### config.mk
export PLATFORM = sky130hd
export DESIGN_NAME = signed_alu_pipe
export DESIGN_NICKNAME = d
export VERILOG_FILES = /design/src/rtl/signed_alu_pipe.sv
export SDC_FILE = /design/constraint.sdc
export NUM_CORES = 1
export LEC_CHECK = 0
export CAP_MARGIN = 20
export CORE_MARGIN = 5
export CORE_UTILIZATION = 61
export CTS_BUF_LIST = sky130_fd_sc_hd__clkbuf_8
export DETAILED_ROUTE_END_ITERATION = 8
export PLACE_DENSITY = 0.84
export SLEW_MARGIN = 20
export SYNTH_ARGS = -nofsm -noshare
export SYNTH_HDL_FRONTEND = slang
export SYNTH_SLANG_ARGS = --single-unit
### constraint.sdc
create_clock -name clk -period 5.71 [get_ports clk]
set_clock_uncertainty 0.2 [all_clocks]
set_input_delay 1.142 -clock clk [delete_from_list [all_inputs] [get_ports clk]]
set_output_delay 1.142 -clock clk [all_outputs]
set_load 0.1 [all_outputs]
### src/rtl/signed_alu_pipe.sv
// Two-stage pipelined signed ALU (add/sub/mul/neg/abs/cmp) with wrap or saturate per beat,
// overflow flag and a saturating overflow event counter, on valid/ready streams.
module signed_alu_pipe #(
  parameter int unsigned WIDTH = 8,
  parameter int unsigned CNT_W = 8
) (
  input  logic               clk,
  input  logic               rst_n,
  input  logic               in_valid,
  output logic               in_ready,
  input  logic [2:0]         op,
  input  logic               sat_en,
  input  logic [WIDTH-1:0]   a,
  input  logic [WIDTH-1:0]   b,
  output logic               out_valid,
  input  logic               out_ready,
  output logic [2*WIDTH-1:0] result,
  output logic               ovf,
  output logic               cmp_gt,
  output logic               cmp_eq,
  input  logic               clr_count,
  output logic [CNT_W-1:0]   ovf_count
);

  localparam logic [2:0] OpAdd = 3'd0;
  localparam logic [2:0] OpSub = 3'd1;
  localparam logic [2:0] OpMul = 3'd2;
  localparam logic [2:0] OpNeg = 3'd3;
  localparam logic [2:0] OpAbs = 3'd4;
  localparam logic [2:0] OpCmp = 3'd5;

  localparam logic [2*WIDTH-1:0] MaxExt = {{(WIDTH + 1){1'b0}}, {(WIDTH - 1){1'b1}}};
  localparam logic [2*WIDTH-1:0] MinExt = {{(WIDTH + 1){1'b1}}, {(WIDTH - 1){1'b0}}};
  localparam logic [CNT_W-1:0]   CntMax = '1;

  // Stage 1: registered operands
  logic             s1_valid_q;
  logic [2:0]       s1_op_q;
  logic             s1_sat_q;
  logic [WIDTH-1:0] s1_a_q;
  logic [WIDTH-1:0] s1_b_q;

  // Stage 2: registered result and flags
  logic               s2_valid_q;
  logic [2*WIDTH-1:0] result_q, result_d;
  logic               ovf_q, ovf_d;
  logic               gt_q, gt_d;
  logic               eq_q, eq_d;
  logic [CNT_W-1:0]   count_q, count_d;

  logic s1_adv, s2_adv;

  assign s2_adv   = ~s2_valid_q | out_ready;
  assign s1_adv   = ~s1_valid_q | s2_adv;
  assign in_ready = s1_adv;

  always_ff @(posedge clk or negedge rst_n) begin
    if (!rst_n) begin
      s1_valid_q <= 1'b0;
      s1_op_q    <= '0;
      s1_sat_q   <= 1'b0;
      s1_a_q     <= '0;
      s1_b_q     <= '0;
    end else if (s1_adv) begin
      s1_valid_q <= in_valid;
      if (in_valid) begin
        s1_op_q  <= op;
        s1_sat_q <= sat_en;
        s1_a_q   <= a;
        s1_b_q   <= b;
      end
    end
  end

  logic signed [WIDTH:0]     a_x, b_x, ext_v;
  logic signed [2*WIDTH-1:0] a_w, b_w, prod;
  logic                      use_ext, ext_ovf;

  always_comb begin
    a_x      = {s1_a_q[WIDTH-1], s1_a_q};
    b_x      = {s1_b_q[WIDTH-1], s1_b_q};
    a_w      = {{WIDTH{s1_a_q[WIDTH-1]}}, s1_a_q};
    b_w      = {{WIDTH{s1_b_q[WIDTH-1]}}, s1_b_q};
    prod     = a_w * b_w;
    ext_v    = '0;
    use_ext  = 1'b0;
    result_d = '0;
    ovf_d    = 1'b0;
    gt_d     = 1'b0;
    eq_d     = 1'b0;
    case (s1_op_q)
      OpAdd: begin ext_v = a_x + b_x; use_ext = 1'b1; end
      OpSub: begin ext_v = a_x - b_x; use_ext = 1'b1; end
      OpNeg: begin ext_v = -a_x;      use_ext = 1'b1; end
      OpAbs: begin ext_v = a_x[WIDTH] ? -a_x : a_x; use_ext = 1'b1; end
      OpMul: result_d = prod;
      OpCmp: begin
        gt_d = $signed(s1_a_q) > $signed(s1_b_q);
        eq_d = s1_a_q == s1_b_q;
      end
      default: ;
    endcase
    // A WIDTH+1 value fits in WIDTH bits iff its top two bits agree
    ext_ovf = ext_v[WIDTH] ^ ext_v[WIDTH-1];
    if (use_ext) begin
      ovf_d = ext_ovf;
      if (ext_ovf && s1_sat_q) begin
        result_d = ext_v[WIDTH] ? MinExt : MaxExt;
      end else begin
        result_d = {{WIDTH{ext_v[WIDTH-1]}}, ext_v[WIDTH-1:0]};
      end
    end
  end

  always_ff @(posedge clk or negedge rst_n) begin
    if (!rst_n) begin
      s2_valid_q <= 1'b0;
      result_q   <= '0;
      ovf_q      <= 1'b0;
      gt_q       <= 1'b0;
      eq_q       <= 1'b0;
    end else if (s2_adv) begin
      s2_valid_q <= s1_valid_q;
      if (s1_valid_q) begin
        result_q <= result_d;
        ovf_q    <= ovf_d;
        gt_q     <= gt_d;
        eq_q     <= eq_d;
      end
    end
  end

  always_comb begin
    count_d = count_q;
    if (clr_count) begin
      count_d = '0;
    end else if (s2_valid_q && out_ready && ovf_q && (count_q != CntMax)) begin
      count_d = count_q + 1'b1;
    end
  end

  always_ff @(posedge clk or negedge rst_n) begin
    if (!rst_n) begin
      count_q <= '0;
    end else begin
      count_q <= count_d;
    end
  end

  assign out_valid = s2_valid_q;
  assign result    = result_q;
  assign ovf       = ovf_q;
  assign cmp_gt    = gt_q;
  assign cmp_eq    = eq_q;
  assign ovf_count = count_q;

endmodule
==> impl_metrics.csv, run 1 <==
group,metric,value,unit
cells_and_area,layout_commonest_cell,"inv_1",
synth,syn_inst,646,
cts,cts_resized,0,
grt,met1_usage,0.353,
cells_and_area,nets,822,
placed_design,dp_hpwl,11.9,mm
grt,antenna_found_initial,0,
run,drv_cap,0,
cells_and_area,fill_cells,756,
die,die_h,108,um
cts,cts_buffers,5,
worst_hold_path,hold_start,"result[12]",
grt,grt_use_total,0.278,
critical_path,cp-start-kind,"register",
synth,ys_seq_elements,49,
worst_hold_path,min_path_type,"reg -> reg",
timing,tns,0,ns
die,dieArea,11600,um2
route,via_count,4704,
cells_and_area,final_cell_mix,"104 x inv_1, 57 x fa_1, 52 x clkdlybuf4s50_1",
timing,fin_crit,4.88,ns
cts,clkTransAtPathRegs,0.11,ns
cts,insertion_delay,0.32,ns
synth,synth.cell_area,5810,um2
timing,worst_pin_slew,1.03,ns
critical_path,reg2reg_from,"s1_b_q[3]",
timing,max_freq,205,MHz
cts,cts-hold-fix-buffers,0,
cts,cts_tree,"built",
critical_path,rrSetupSlack,0.83,ns
critical_path,path_max_fanout,7,
cts,clk_path_buf_depth,2,
route,viasPerCell,5.74,
die,initial_core_util,0.626,
placed_design,gp_congestion,1.01,
synth,synth.area.top_cells,"dfrtp_1 21%, fa_1 20%, ha_1 11%",
grt,grt.overflow.total,0,
grt,busiest_layer,"met2",
cells_and_area,diodes,0,
synth,synth_warnings,0,
die,fp.dieW,108,um
timing,finalCritPeriodShare,0.854,
synth,synthArstFlopShare,1.00,
timing,slew_headroom,0.312,
critical_path,cp.required,5.77,ns
cells_and_area,syn_to_final_growth,12.4,%
synth,yosysTopAreaCell,"dfrtp_1",
synth,synth_ff_type,"dfrtp_1",
placed_design,io_buffers,53,
synth,avgSynthCellArea,9.00,um2
timing,slew_viol_final,0,
grt,grt_pass1_vias,5093,
synth,yosys.area.top_type_share,0.211,
critical_path,startpoint,"s1_b_q[3]",
synth,yosysSeqAreaShare,0.211,
critical_path,end_kind,"register",
cts,post_cts_buffers,0,
die,core_area,9280,um2
route,first_iter_violations,165,
die,io_pins,54,
cts,cts_sinks,49,
synth,syn-num-nets,779,
die,rows,35,
cells_and_area,drive_above_1_share,0.0783,
route,drtAntennaViolNets,0,
cts,ctsHtreeMaxLevel,2,
outcome,status,"completed",
synth,synth_cell_type_count,68,
timing,setup_viol,0,
critical_path,critical_path_class,"reg -> reg",
grt,grt_start_max_net_pins,50,
synth,synth_edf_count,0,
cts,cts-root-buf,"clkbuf_8",
grt,grt_use_met3,0.0318,
grt,grt_pass1_wl,25.2,mm
timing,rsz0062_at_grt,"false",
grt,met2_usage,0.487,
route,post_drt_wl_per_cell,18.0,um
route,drc,0,
route,wirelength,14.7,mm
route,first_pass_iters,5,
critical_path,cp.arrival,4.93,ns
timing,hold_viol,0,
## cells by family after synthesis
family	count (synthesis)	share of synthesized area
compound gates	118	0.145
mux	24	0.0456
flops	49	0.211
simple gates	188	0.161
xor+xnor	30	0.0452
buf+inv	129	0.0857
fa+ha+maj	108	0.306
## path summary, 6_finish.rpt
kind,end,cells after the start
max in group asynchronous,ovf_count[2],1
max,result[15],17
max reg2reg,result[15],17
min,result[12],2
min reg2reg,result[12],2
min in group asynchronous,result[2],1
## layout make-up
| type | instances | area (um2) | area share |
|---|---|---|---|
| clock buffers | 5 | 68.8 | 0.0105 |
| flip-flops and latches | 49 | 1230 | 0.188 |
| inverters | 106 | 398 | 0.0609 |
| repair buffers | 59 | 573 | 0.0877 |
| multi-input cells | 468 | 4090 | 0.626 |
| well taps | 129 | 161 | 0.0247 |
| clock inverters | 3 | 17.5 | 0.00268 |
## state kept, by name, indices dropped and copies added (netlist names)
name,count
ovf,1
s1_op_q,3
cmp_gt,1
ovf_count,8
s1_b_q,8
out_valid,1
s1_valid_q,1
result,16
s1_sat_q,1
cmp_eq,1
s1_a_q,8
## critical path: stages (launching register included)
cell and delay [ns]:
dfrtp_1 0.49, inv_1 0.23, nor2_1 0.13, fa_1 0.57, inv_1 0.14, fa_1 0.55
inv_1 0.06, fa_1 0.53, inv_1 0.05, fa_1 0.52, inv_1 0.04, ha_1 0.36
and3_1 0.18, nand3_1 0.11, a31o_2 0.26, xnor2_1 0.14, nand2_1 0.07, a21oi_1 0.16
## routing by layer
metal	share of wire	wire length [um]	vias to the layer above
met5	0	0	-
met4	0.031	460	0
li1	-	-	2206
met1	0.41	6100	2326
met2	0.51	7490	138
met3	0.047	697	34
## metrics by stage
step	util	hold slack, ns	instance area, um2	worst slack (ns)	std cells
floorplan	-	0.271	5810	0.864	646
global placement	0.694	0.268	6440	0.923	811
detailed placement	0.694	0.278	6440	0.836	811
CTS	0.703	0.301	6530	0.832	819
global route	0.704	0.337	6530	0.550	819
finish	0.704	0.298	6530	0.833	819
## synthesized netlist by cell type (9+ instances only)
library cell  number
and2_1            28
fa_1              57
o21ai_0           25
nand2_1           47
a21oi_1           30
nor3_1            11
dfrtp_1           49
mux2_2            20
xor2_1             9
ha_1              51
nand2b_1           9
xnor2_1           21
nor2_1            50
inv_1            103
clkbuf_1          17
Power of run 1 is not shown: default switching activity piles up to over one toggle a cycle in this logic, so the estimate is an artifact.
==> run 2, diff against run 1 <==
--- a/config.mk
+++ b/config.mk
@@ -5,12 +5,14 @@
 export SDC_FILE = /design/constraint.sdc
 export NUM_CORES = 1
 export LEC_CHECK = 0
+export ABC_CLOCK_PERIOD_IN_PS = 5710
 export CAP_MARGIN = 20
 export CORE_MARGIN = 5
 export CORE_UTILIZATION = 61
 export CTS_BUF_LIST = sky130_fd_sc_hd__clkbuf_8
 export DETAILED_ROUTE_END_ITERATION = 8
 export PLACE_DENSITY = 0.84
+export SETUP_SLACK_MARGIN = 0.2
 export SLEW_MARGIN = 20
 export SYNTH_ARGS = -nofsm -noshare
 export SYNTH_HDL_FRONTEND = slang
==> results of run 2 <==
Same layout as run 1: the final DEF is identical, and so are final timing and power.
Power of run 2 is left out for the same reason.
